`src/rtl/sp_mem_arb.sv`:
```
// Round-robin sequencer sharing one single-port byte-write RAM between two requesters.
// Grant is combinational; read data returns READ_LATENCY cycles after acceptance, never back-pressured.
module sp_mem_arb #(
    parameter  int NB_COL       = 2,
    parameter  int COL_WIDTH    = 8,
    parameter  int ADDR_W       = 10,
    parameter  int READ_LATENCY = 2,
    localparam int DW           = NB_COL * COL_WIDTH
) (
    input  logic              clka,
    input  logic              rsta,
    input  logic              req0_valid,
    output logic              req0_ready,
    input  logic [NB_COL-1:0] req0_we,
    input  logic [ADDR_W-1:0] req0_addr,
    input  logic [DW-1:0]     req0_wdata,
    output logic              rsp0_valid,
    output logic [DW-1:0]     rsp0_rdata,
    input  logic              req1_valid,
    output logic              req1_ready,
    input  logic [NB_COL-1:0] req1_we,
    input  logic [ADDR_W-1:0] req1_addr,
    input  logic [DW-1:0]     req1_wdata,
    output logic              rsp1_valid,
    output logic [DW-1:0]     rsp1_rdata,
    output logic              mem_ena,
    output logic [NB_COL-1:0] mem_wea,
    output logic [ADDR_W-1:0] mem_addra,
    output logic [DW-1:0]     mem_dina,
    output logic              mem_regcea,
    output logic              mem_rsta,
    input  logic [DW-1:0]     mem_douta
);

    logic                    r_last_grant;
    logic [READ_LATENCY-1:0] r_vld;
    logic [READ_LATENCY-1:0] r_tag;

    logic              w_gnt0;
    logic              w_gnt1;
    logic              w_grant;
    logic              w_rd;
    logic [NB_COL-1:0] w_we;

    // On contention the requester that did not win last time is served.
    always_comb begin
        w_gnt0  = req0_valid && (!req1_valid || r_last_grant);
        w_gnt1  = req1_valid && (!req0_valid || !r_last_grant);
        w_grant = w_gnt0 || w_gnt1;
        w_we    = w_gnt1 ? req1_we : req0_we;
        w_rd    = w_grant && (w_we == '0);
    end

    assign req0_ready = w_gnt0;
    assign req1_ready = w_gnt1;

    assign mem_ena   = w_grant;
    assign mem_wea   = w_grant ? w_we : '0;
    assign mem_addra = w_gnt1 ? req1_addr : req0_addr;
    assign mem_dina  = w_gnt1 ? req1_wdata : req0_wdata;
    assign mem_rsta  = 1'b0;

    always_ff @(posedge clka or posedge rsta) begin
        if (rsta) begin
            r_last_grant <= 1'b1;
            r_vld        <= '0;
            r_tag        <= '0;
        end else begin
            if (w_grant) begin
                r_last_grant <= w_gnt1;
            end
            r_vld[0] <= w_rd;
            r_tag[0] <= w_gnt1;
            for (int i = 1; i < READ_LATENCY; i++) begin
                r_vld[i] <= r_vld[i-1];
                r_tag[i] <= r_tag[i-1];
            end
        end
    end

    // The output register only needs to load when a read sits in the first stage.
    generate
        if (READ_LATENCY == 2) begin : g_oreg
            assign mem_regcea = r_vld[0];
        end else begin : g_no_oreg
            assign mem_regcea = 1'b1;
        end
    endgenerate

    assign rsp0_valid = r_vld[READ_LATENCY-1] && !r_tag[READ_LATENCY-1];
    assign rsp1_valid = r_vld[READ_LATENCY-1] &&  r_tag[READ_LATENCY-1];
    assign rsp0_rdata = mem_douta;
    assign rsp1_rdata = mem_douta;

endmodule

```
`config.mk`:
```
export PLATFORM = sky130hd
export DESIGN_NAME = sp_mem_arb
export DESIGN_NICKNAME = d
export VERILOG_FILES = /design/src/rtl/sp_mem_arb.sv
export SDC_FILE = /design/constraint.sdc
export NUM_CORES = 1
export LEC_CHECK = 0
export ABC_AREA = 1
export BUFFER_PORTS_ARGS = -buffer_cell sky130_fd_sc_hd__buf_4
export CORE_UTILIZATION = 27
export DETAILED_ROUTE_END_ITERATION = 8
export PLACE_DENSITY_LB_ADDON = 0.15
export SLEW_MARGIN = 20
export SYNTH_ARGS = -nofsm -noshare
export SYNTH_HDL_FRONTEND = slang
export SYNTH_SLANG_ARGS = --single-unit
```
`constraint.sdc`:
```
create_clock -name clka -period 1.3 [get_ports clka]
set_input_delay 0.065 -clock clka [delete_from_list [all_inputs] [get_ports clka]]
set_output_delay 0.065 -clock clka [all_outputs]
set_load 0.01 [all_outputs]
```
Yosys cells after proc, flatten, opt, wreduce, memory -nomap -nowiden
Index checks and enable logic that the tools add are counted.

word-level totals
  word-level logic and storage cells = 20
  output and inout port bits = 67
  register bits after elaboration = 5
  bits of input ports = 76

cells by class
  reduce and logical (&&, ||, !) cells = 13
  mux-type cells = 4

operators with widths
  kind               number
  16-bit 2-to-1 mux  1
  10-bit 2-to-1 mux  1
  1-bit logical AND  5
  1-bit zero test    4
  2-bit 2-to-1 mux   2
  1-bit logical OR   3
  2-bit zero test    1

Longest topological paths before layout
Gate-level depths: netlist of run 1.

  depth in word-level cells = 6
  depth in mapped cells = 6
  depth with buffers taken out = 6

Worst setup path after synthesis of run 1
OpenSTA, ideal clock, no wires.

  kind = reg2out
  start point = register r_last_grant
  end point = output port mem_wea[1]
  path buffers = 1
  stages on the path, launching flop included = 6
  required time = 1.235 ns
  setup slack = 0.164 ns
  arrival = 1.071 ns
  cell sequence = dfstp_2 -> nand2_1 -> nand2_2 -> buf_6 -> nand2_1 -> a21oi_1

between the ends
  cells in the longest elaborated chain, start to end = 5
  elaborated cells between the ends (all ways) = 8
  those cells by class = 2 x mux; 6 x reduce/logical

RTL lines
  item                                                  RTL line  text
  from (decl)                                           35        logic r_last_grant;
  from (signal assigned)                                70        r_last_grant <= w_gnt1;
  1-bit zero test                                       48        w_gnt1 = req1_valid && (!req0_valid || !r_last_grant);
  1-bit logical OR                                      48
  1-bit logical AND                                     48
  2-bit 2-to-1 mux or 1-bit logical OR (tied branches)  50, 49
  2-bit 2-to-1 mux (*)                                  58        assign mem_wea = w_grant ? w_we : '0;
  to (decl)                                             27        output logic [NB_COL-1:0] mem_wea,

Every way passes the cells marked *; elsewhere a longest branch is shown, timed or not.

Worst setup path after layout of run 1
  start point = register r_last_grant
  end point = output port mem_dina[10]

between the ends
  cells in the longest elaborated chain, start to end = 4

RTL lines
  item               RTL line  text
  1-bit zero test    48
  1-bit logical OR   48
  1-bit logical AND  48
  16-bit 2-to-1 mux  60        assign mem_dina = w_gnt1 ? req1_wdata : req0_wdata;
  to (decl)          29        output logic [DW-1:0] mem_dina,

Every way passes these cells.

==> results of run 1 <==
==> worst max-delay path by stage <==
stage	start	to	slack, ps	depth (start not counted)
detailed placement	r_last_grant	mem_wea[1]	-80	6
finish	r_last_grant	mem_dina[10]	-140	6
global route	r_last_grant	mem_dina[14]	-210	6
floorplan	r_last_grant	mem_wea[1]	160	5
CTS	r_last_grant	mem_dina[8]	-160	6
global placement	r_last_grant	mem_wea[1]	-50	6
==> registers in the layout, summed over array words and instances (netlist names) <==
signal	flops
r_last_grant	1
r_tag	2
r_vld	2
==> where the power goes <==
group	total, W	switching (W)	internal (W)
clock	0.000176	0.0000603	0.000116
sequential	0.000187	0.0000103	0.000177
combinational	0.000778	0.000352	0.000426
==> placed cells by master, fill, tap and decap left out <==
master,Yosys,final
dfstp_2,1,1
clkbuf_4,0,3
nand3_1,3,2
buf_8,0,2
inv_1,7,7
a21oi_2,0,2
conb_1,1,1
clkbuf_1,0,1
clkbuf_16,0,1
buf_16,0,1
nand2_2,2,38
nand2_1,84,38
nor2_1,2,2
buf_6,5,22
dlygate4sd3_1,0,1
nand2_8,0,2
dfrtp_1,4,4
a21oi_1,3,1
clkinv_16,0,1
o21ai_0,1,1
nand2_4,0,9
nand3_2,0,1
inv_8,0,2
buf_4,33,72
==> metal layers <==
metal	routed length [µm]	GRT usage, %	vias up
met5	0	0	-
met4	32	4.88	0
met3	301	4.76	4
met2	1840	33.2	73
met1	987	14.3	484
li1	-	-	543
==> repair_timing <==
action / 4_1_cts / 5_1_grt
endpoints found under the hold margin: 5 / 0
hold buffers: 1 / 0
cloned: 1 / 4
setup endpoints to repair: 30 / 30
resized for setup: 50 / 44
pin swaps: 10 / 15
buffers inserted: 0 / 1
==> area by class of cell <==
type	instances	area [µm²]	share of cell area (%)
clock buffers	4	26.3	1.52
multi-input cells	97	581	33.5
flip-flops and latches	5	126	7.30
repair buffers	99	881	50.9
well taps	31	38.8	2.24
repair inverters	2	22.5	1.30
inverters	8	56.3	3.25
==> per-stage QoR <==
step	utilization, %	worst slack, ps	instance area [µm²]	instances	power (W)
detailed placement	45.0	-84.0	1280	235	0.000723
finish	60.7	-144	1730	246	0.00114
CTS	52.8	-159	1510	241	0.00102
global placement	45.0	-47.1	1280	235	0.000716
floorplan	-	164	835	147	0.000524
global route	60.7	-211	1730	246	0.00122
==> critical path, stage by stage, from the launching register on <==
cell       delay, ps
dfstp_2          550
nand2_4          100
nand2_8          130
clkbuf_16        170
nand2_2           50
nand2_2           50
buf_6             90
==> cell families (layout without fill, tap and decap cells) <==
family          count (synthesis)  after routing  synth area share, %
simple gates                   91             92                 42.0
other cells                     1              1                0.449
flops                           5              5                 15.1
compound gates                  4              4                 2.40
buf+inv                        46            113                 40.0
==> results.sh, run 1 <==
export IMPL_ff2ff_path_depth=6
export IMPL_postRouteAntennaNets=0
export IMPL_io_pins=143
export IMPL_grt_pass1_vias=1032
export IMPL_finalCritPeriodShare_pct=111
export IMPL_period_minus_slack_ps=1440
export IMPL_core_area_mm2=0.00285
export IMPL_gp_congestion=0.809
export IMPL_area_growth_syn_to_layout_pct=107
export IMPL_drive_gt1_share_pct=73.0
export IMPL_synth_top_area_share_pct=37.8
export IMPL_ir_drop_mv=0.287
export IMPL_setup_slack_ps=-144
export IMPL_n_antenna_cell=0
export IMPL_clk_path_buf_depth=2
export IMPL_drv_cap=0
export IMPL_min_delay_start="req0_valid"
export IMPL_fin_skew_ps=0.982
export IMPL_syn_inst=147
export IMPL_dpl_hpwl_um=2110
export IMPL_yosysTopAreaCell="nand2_1"
export IMPL_ys_top_cells_by_area="nand2_1, buf_4, dfrtp_1, buf_6, dfstp_2"
export IMPL_ff2ff_setup_slack_ps=140
export IMPL_r2r_end="r_vld[0]"
export IMPL_synth_avg_cell_area_um2=5.68
export IMPL_cts_made_buffers=3
export IMPL_critPathRequiredTime_ps=1240
export IMPL_nets=292
export IMPL_fin_tns_setup_ps=-3670
export IMPL_grt_pass1_wl_um=4180
export IMPL_slew_violations=0
export IMPL_leakagePower_nw=0.989
export IMPL_hold_worst_slack_ps=24.5
export IMPL_worstSetupPathType="flop to output pin"
export IMPL_dr_pass1_iters=6
export IMPL_antenna_found_initial=0
export IMPL_tritoncts="yes"
export IMPL_synthTopCellsByCount="nand2_1, buf_4, inv_1"
export IMPL_synth_edf_count=0
export IMPL_crit_fanout=6
export IMPL_insertion_delay_ps=240
export IMPL_routedWlPerCell_um=12.9
export IMPL_rsz0062_at_grt="true"
export IMPL_syn_nets=223
export IMPL_vias_per_cell=4.49
export IMPL_min_path_cells=2
export IMPL_arrival_ps=1380
export IMPL_vias=1104
export IMPL_grt_overflow=0
export IMPL_fp_dieW_um=57.6
export IMPL_grt_usage_pct=16.0
export IMPL_drt_total_wl_um=3160
export IMPL_hold_end="r_last_grant"
export IMPL_holdCritPathClass="primary input to flop"
export IMPL_drtIter0Drc=39
export IMPL_max_freq_ghz=0.692
export IMPL_async_flop_share_pct=100
export IMPL_h_tree_depth=1
export IMPL_synth_area_um2=835
export IMPL_cts_sinks=5
export IMPL_rows=19
export IMPL_io_buffers=93
export IMPL_grt_max_degree=30
export IMPL_ys_warnings_count=0
export IMPL_cellPowerDensity_mw_per_mm2=659
export IMPL_yosysMostFrequentCell="nand2_1"
export IMPL_end_kind="output pin"
export IMPL_synth_flop_cell="dfrtp_1"
export IMPL_drcViolationCount=8
export IMPL_hold_viol=0
export IMPL_worst_setup_path_start_kind="flop"
export IMPL_die_h_um=57.6
export IMPL_synth_cell_types=13
export IMPL_r2r_start="r_last_grant"
export IMPL_setup_violations=29
export IMPL_outcome="complete, but fails checks"
export IMPL_initial_core_util_pct=29.3
export IMPL_yosys_register_bits=5
export IMPL_yosysSeqAreaShare_pct=15.1
export IMPL_cts_root_buf="clkbuf_4"
export IMPL_die_area_mm2=0.00332
export IMPL_cts_clk_slew_worst_paths_ps=40
export IMPL_fillers=261
export IMPL_violations="DRC, setup timing"
No activity file was read; power rests on OpenSTA's default activity.
==> run 2, diff against run 1 <==
--- a/config.mk
+++ b/config.mk
@@ -7,7 +7,7 @@
 export LEC_CHECK = 0
 export ABC_AREA = 1
 export BUFFER_PORTS_ARGS = -buffer_cell sky130_fd_sc_hd__buf_4
-export CORE_UTILIZATION = 27
+export CORE_UTILIZATION = 25
 export DETAILED_ROUTE_END_ITERATION = 8
 export PLACE_DENSITY_LB_ADDON = 0.15
 export SLEW_MARGIN = 20
==> constraint.sdc (replaced) <==
create_clock -name clka -period 1.25 [get_ports clka]
set_input_delay 0.0625 -clock clka [delete_from_list [all_inputs] [get_ports clka]]
set_output_delay 0.0625 -clock clka [all_outputs]
set_load 0.01 [all_outputs]
==> run 2 against run 1 <==
Largest power group unchanged. Final area is 19% lower. Power is 14% lower. Count of clock-buffer cells in the layout stayed put. Hold slack worse by 3.8 ps. Largest cell class unchanged. The flow finishes with violations (setup timing).
==> results.sh, run 2 (same netlist as run 1, synthesis figures left out) <==
export IMPL_outcome="complete, but fails checks"
export IMPL_violations="setup timing"
export IMPL_grt_overflow=0
export IMPL_setup_slack_ps=-185
export IMPL_setup_violations=30
export IMPL_cts_clk_slew_worst_paths_ps=50
export IMPL_worst_setup_path_start_kind="flop"
export IMPL_crit_family="flip-flops"
export IMPL_nets=288
export IMPL_drive_gt1_share_pct=51.7
export IMPL_path_buf_inv=2
export IMPL_clk_path_buf_depth=2
export IMPL_io_buffers=93
export IMPL_slowest_delay_ps=550
export IMPL_drcViolationCount=0
export IMPL_period_minus_slack_ps=1430
export IMPL_io_pins=143
export IMPL_critPathMostFrequentCell="nand2_1"
export IMPL_final_common_cell="buf_4"
export IMPL_n_antenna_cell=0
export IMPL_r2r_end="r_vld[0]"
export IMPL_cellPowerDensity_mw_per_mm2=700
export IMPL_core_area_mm2=0.00310
export IMPL_top_regs="r_tag (2), r_vld (2), r_last_grant (1)"
export IMPL_cp_cell_sequence="nand2_4 > nand2_8 > buf_8 > nand2_1 > nand2_1 > buf_4"
export IMPL_antenna_found_initial=0
export IMPL_leakagePower_nw=0.881
export IMPL_layout_common_cells="buf_4, nand2_1, inv_1"
export IMPL_cts_sinks=5
export IMPL_grt_usage_pct=13.7
export IMPL_rows=20
export IMPL_grt_pass1_vias=827
export IMPL_slowest_stage="dfstp_2"
export IMPL_fin_skew_ps=8.06
export IMPL_worstSetupPathType="flop to output pin"
export IMPL_min_path_cells=2
export IMPL_crit_fanout=16
export IMPL_layout_cells_non_filler=255
export IMPL_cts_root_buf="clkbuf_4"
export IMPL_grt_pass1_wl_um=3700
export IMPL_die_h_um=59.8
export IMPL_rsz0062_at_grt="true"
export IMPL_fin_tns_setup_ps=-4560
export IMPL_fp_dieW_um=59.8
export IMPL_ir_drop_mv=0.203
export IMPL_utilization_pct=45.4
export IMPL_slew_violations=0
export IMPL_h_tree_depth=1
export IMPL_drv_cap=0
export IMPL_vias_per_cell=4.03
export IMPL_arrival_ps=1370
export IMPL_dpl_worst_slack_ps=-159
export IMPL_postRouteAntennaNets=0
export IMPL_ff2ff_setup_slack_ps=110
export IMPL_vias=1028
export IMPL_holdCritPathClass="primary input to flop"
export IMPL_die_area_mm2=0.00357
export IMPL_hold_worst_slack_ps=20.6
export IMPL_gp_congestion=0.725
export IMPL_initial_core_util_pct=26.9
export IMPL_critPathRequiredTime_ps=1190
export IMPL_hold_end="r_last_grant"
export IMPL_drtIter0Drc=58
export IMPL_dpl_hpwl_um=2220
export IMPL_r2r_start="r_last_grant"
export IMPL_cts_made_buffers=3
export IMPL_end_kind="output pin"
export IMPL_area_growth_syn_to_layout_pct=68.8
export IMPL_drt_total_wl_um=2710
export IMPL_routedWlPerCell_um=10.6
export IMPL_min_delay_start="req0_valid"
export IMPL_dp_cells=249
export IMPL_dr_pass1_iters=4
export IMPL_insertion_delay_ps=240
export IMPL_finalCritPeriodShare_pct=115
export IMPL_hold_viol=0
export IMPL_tritoncts="yes"
export IMPL_ff2ff_path_depth=6
export IMPL_max_freq_ghz=0.697
export IMPL_grt_max_degree=30
run 2: cell types whose count changed in the layout (fill, tap and decap cells not counted), sizes merged:
cell / delta
clkinv: -1
nand2: -1
inv: -1
clkbuf: -1
run 2: what timing repair did:
action | in CTS | in global routing
gates resized for setup | 12 | 3
hold buffers | 1 | 0
endpoints found under the setup margin | 31 | 31
endpoints found under the hold margin | 5 | 0
buffers inserted | 1 | 0
pin swaps | 3 | 3
run 2: metal layers:
metal	GRT usage [%]	part of all wire (%)	vias up
met5	0	0	-
met2	25.6	58	57
met1	14.5	33	441
met3	4.11	8.1	3
li1	-	-	527
met4	4.65	1.1	0
run 2: power breakdown:
group,internal [W],switching [W]
clock network,0.000121,0.0000694
logic,0.000334,0.000267
registers,0.000184,0.0000108
total,0.000639,0.000348
run 2: area by class of cell:
type,count,area [µm²]
Sequential cell,5,126
Multi-Input combinational cell,96,410
Inverter,8,37.5
Clock buffer,4,26.3
Fill cell,338,1690
Tap cell,44,55.1
Timing Repair Buffer,98,753
run 2: how the worst max path moves through the flow:
| stage | from | end | depth (start not counted) |
|---|---|---|---|
| finish | r_last_grant | mem_dina[2] | 6 |
| global route | r_last_grant | mem_wea[0] | 6 |
| CTS | r_last_grant | mem_wea[1] | 6 |
| detailed placement | r_last_grant | mem_wea[1] | 6 |
| global placement | r_last_grant | mem_wea[1] | 6 |
| floorplan | r_last_grant | mem_wea[1] | 5 |
run 2: per-stage QoR:
step	total power [W]	instance area [µm²]
global route	0.00108	1410
floorplan	0.000545	835
global placement	0.000753	1310
finish	0.000987	1410
detailed placement	0.000761	1310
CTS	0.000992	1390
==> run 3, diff against run 2 <==
--- a/config.mk
+++ b/config.mk
@@ -5,9 +5,8 @@
 export SDC_FILE = /design/constraint.sdc
 export NUM_CORES = 1
 export LEC_CHECK = 0
-export ABC_AREA = 1
 export BUFFER_PORTS_ARGS = -buffer_cell sky130_fd_sc_hd__buf_4
-export CORE_UTILIZATION = 25
+export CORE_UTILIZATION = 24
 export DETAILED_ROUTE_END_ITERATION = 8
 export PLACE_DENSITY_LB_ADDON = 0.15
 export SLEW_MARGIN = 20
==> run 3 against run 2 <==
The run still ends with setup timing left. Power down 1.7%. Clock power down 3%. Register-to-register slack better by 120 ps.
==> results.sh, run 3 <==
export IMPL_r2r_start="r_last_grant"
export IMPL_grt_max_degree=19
export IMPL_routedWlPerCell_um=12.1
export IMPL_min_delay_start="req0_valid"
export IMPL_crit_fanout=18
export IMPL_syn_nets=164
export IMPL_synth_cell_types=15
export IMPL_io_buffers=93
export IMPL_slew_violations=0
export IMPL_dpl_hpwl_um=2010
export IMPL_drcViolationCount=0
export IMPL_routed_top_layer="met3"
export IMPL_end_kind="output pin"
export IMPL_die_area_mm2=0.00361
export IMPL_ys_top_cells_by_area="mux2_2, buf_4, dfrtp_1, buf_6, dfstp_2"
export IMPL_clk_path_buf_depth=2
export IMPL_synth_edf_count=0
export IMPL_hold_worst_slack_ps=26.4
export IMPL_ir_drop_mv=0.212
export IMPL_period_minus_slack_ps=1570
export IMPL_hold_end="r_last_grant"
export IMPL_postRouteAntennaNets=0
export IMPL_antenna_found_initial=0
export IMPL_grt_pass1_vias=741
export IMPL_cellPowerDensity_mw_per_mm2=671
export IMPL_yosys_register_bits=5
export IMPL_ff2ff_setup_slack_ps=230
export IMPL_max_freq_ghz=0.638
export IMPL_place_area_mm2=0.00132
export IMPL_drive_gt1_share_pct=85.6
export IMPL_initial_core_util_pct=25.9
export IMPL_drt_total_wl_um=2380
export IMPL_synth_flop_cell="dfrtp_1"
export IMPL_yosysSeqAreaShare_pct=15.6
export IMPL_synth_top_area_share_pct=34.8
export IMPL_io_pins=143
export IMPL_drv_cap=0
export IMPL_layout_common_cells="buf_4, mux2_2, buf_6"
export IMPL_setup_slack_ps=-317
export IMPL_top_regs="r_tag (2), r_vld (2), r_last_grant (1)"
export IMPL_cts_root_buf="clkbuf_4"
export IMPL_met1Wirelength_um=725
export IMPL_worst_setup_path_start_kind="flop"
export IMPL_dp_cells=191
export IMPL_route_met2_wl_um=1390
export IMPL_setup_violations=29
export IMPL_cts_sinks=5
export IMPL_grt_usage_pct=11.7
export IMPL_outcome="complete, but fails checks"
export IMPL_grt_overflow=0
export IMPL_vias=815
export IMPL_async_flop_share_pct=100
export IMPL_arrival_ps=1500
export IMPL_ys_warnings_count=0
export IMPL_die_h_um=60.1
export IMPL_yosysTopAreaCell="mux2_2"
export IMPL_r2r_end="r_vld[0]"
export IMPL_final_common_cell="buf_4"
export IMPL_finalCritPeriodShare_pct=125
export IMPL_insertion_delay_ps=240
export IMPL_met3_length_um=268
export IMPL_hold_viol=0
export IMPL_min_path_cells=2
export IMPL_fin_skew_ps=4.58
export IMPL_cts_clk_slew_worst_paths_ps=40
export IMPL_rsz0062_at_grt="true"
export IMPL_violations="setup timing"
export IMPL_rows=20
export IMPL_dpl_worst_slack_ps=-70.9
export IMPL_critPathRequiredTime_ps=1190
export IMPL_drtIter0Drc=5
export IMPL_area_growth_syn_to_layout_pct=78.5
export IMPL_tritoncts="yes"
export IMPL_yosysMostFrequentCell="buf_4"
export IMPL_synthTopCellsByCount="buf_4, mux2_2, nand2_1"
export IMPL_core_area_mm2=0.00313
export IMPL_cts_made_buffers=3
export IMPL_nets=230
export IMPL_vias_per_cell=4.14
export IMPL_gp_congestion=0.635
export IMPL_holdCritPathClass="primary input to flop"
export IMPL_finalPower_w=0.000970
export IMPL_layout_cells_non_filler=197
export IMPL_design_area_mm2=0.00145
export IMPL_fp_dieW_um=60.1
export IMPL_syn_inst=88
export IMPL_worstSetupPathType="flop to output pin"
export IMPL_synth_area_um2=810
export IMPL_dr_pass1_iters=3
export IMPL_grt_pass1_wl_um=3170
export IMPL_ff2ff_path_depth=4
export IMPL_leakagePower_nw=0.758
export IMPL_synth_avg_cell_area_um2=9.20
export IMPL_n_antenna_cell=0
export IMPL_h_tree_depth=1
-- run 3: cell count changes after synthesis, sizes merged, moves of 2 or more --
cell,before,now
nand2,86,7
mux2,0,26
inv,8,2
a21oi,3,0
nand3,3,0
o21ai,1,4
and2,0,2
buf,38,36
-- run 3: timing repair --
action | in CTS | in global routing
resized for setup | 19 | 5
setup buffers | 1 | 0
hold endpoints to repair | 5 | 0
hold buffers | 1 | 0
pin swaps | 0 | 2
endpoints found under the setup margin | 28 | 30
-- run 3: metal layers --
metal / GRT usage, % / vias up
met2: 22.5 / 60
met1: 11.0 / 367
met3: 5.41 / 0
met5: 0 / -
met4: 3.32 / 0
li1: - / 388
-- run 3: power breakdown --
part | internal (W) | leakage (nW) | switching (W)
clock | 0.000121 | 0.0150 | 0.0000642
combinational | 0.000392 | 0.682 | 0.000203
sequential | 0.000182 | 0.0612 | 0.00000903
-- run 3: worst max path at each step --
| stage | startpoint | end | slack, ps | cells after the start |
|---|---|---|---|---|
| detailed placement | r_last_grant | mem_addra[7] | -70 | 4 |
| global route | r_last_grant | mem_addra[7] | -380 | 4 |
| floorplan | r_last_grant | mem_addra[3] | 60 | 3 |
| CTS | r_last_grant | mem_addra[7] | -330 | 4 |
| global placement | r_last_grant | mem_addra[8] | -50 | 4 |
| finish | r_last_grant | mem_addra[7] | -320 | 4 |
-- run 3: kinds of logic after synthesis --
group           share of synthesized area [%]
buf+inv                                  35.7
mux                                      36.2
simple gates                             7.27
compound gates                           4.79
flops                                    15.6
other cells                             0.463
-- run 3: worst max-delay path, cell delays in order (launching register included) --
cell and delay [ps]:
dfstp_2 380, a21boi_4 210, buf_12 190, mux2_2 350, buf_4 140
-- run 3: cell type report --
type / instances / area [µm²]
Inverter: 2 / 7.51
Timing Repair Buffer: 97 / 797
Fill cell: 310 / 1680
Tap cell: 44 / 55.1
Clock buffer: 4 / 26.3
Sequential cell: 5 / 126
Multi-Input combinational cell: 45 / 433
-- run 3: metrics by stage --
| step | setup TNS (ps) | util, % |
|---|---|---|
| 2_1_floorplan | 0 | - |
| 3_3_place_gp | -910 | 42.2 |
| 3_5_place_dp | -1360 | 42.2 |
| 4_1_cts | -8460 | 45.7 |
| 5_1_grt | -9660 | 46.2 |
| 6_report | -7930 | 46.2 |
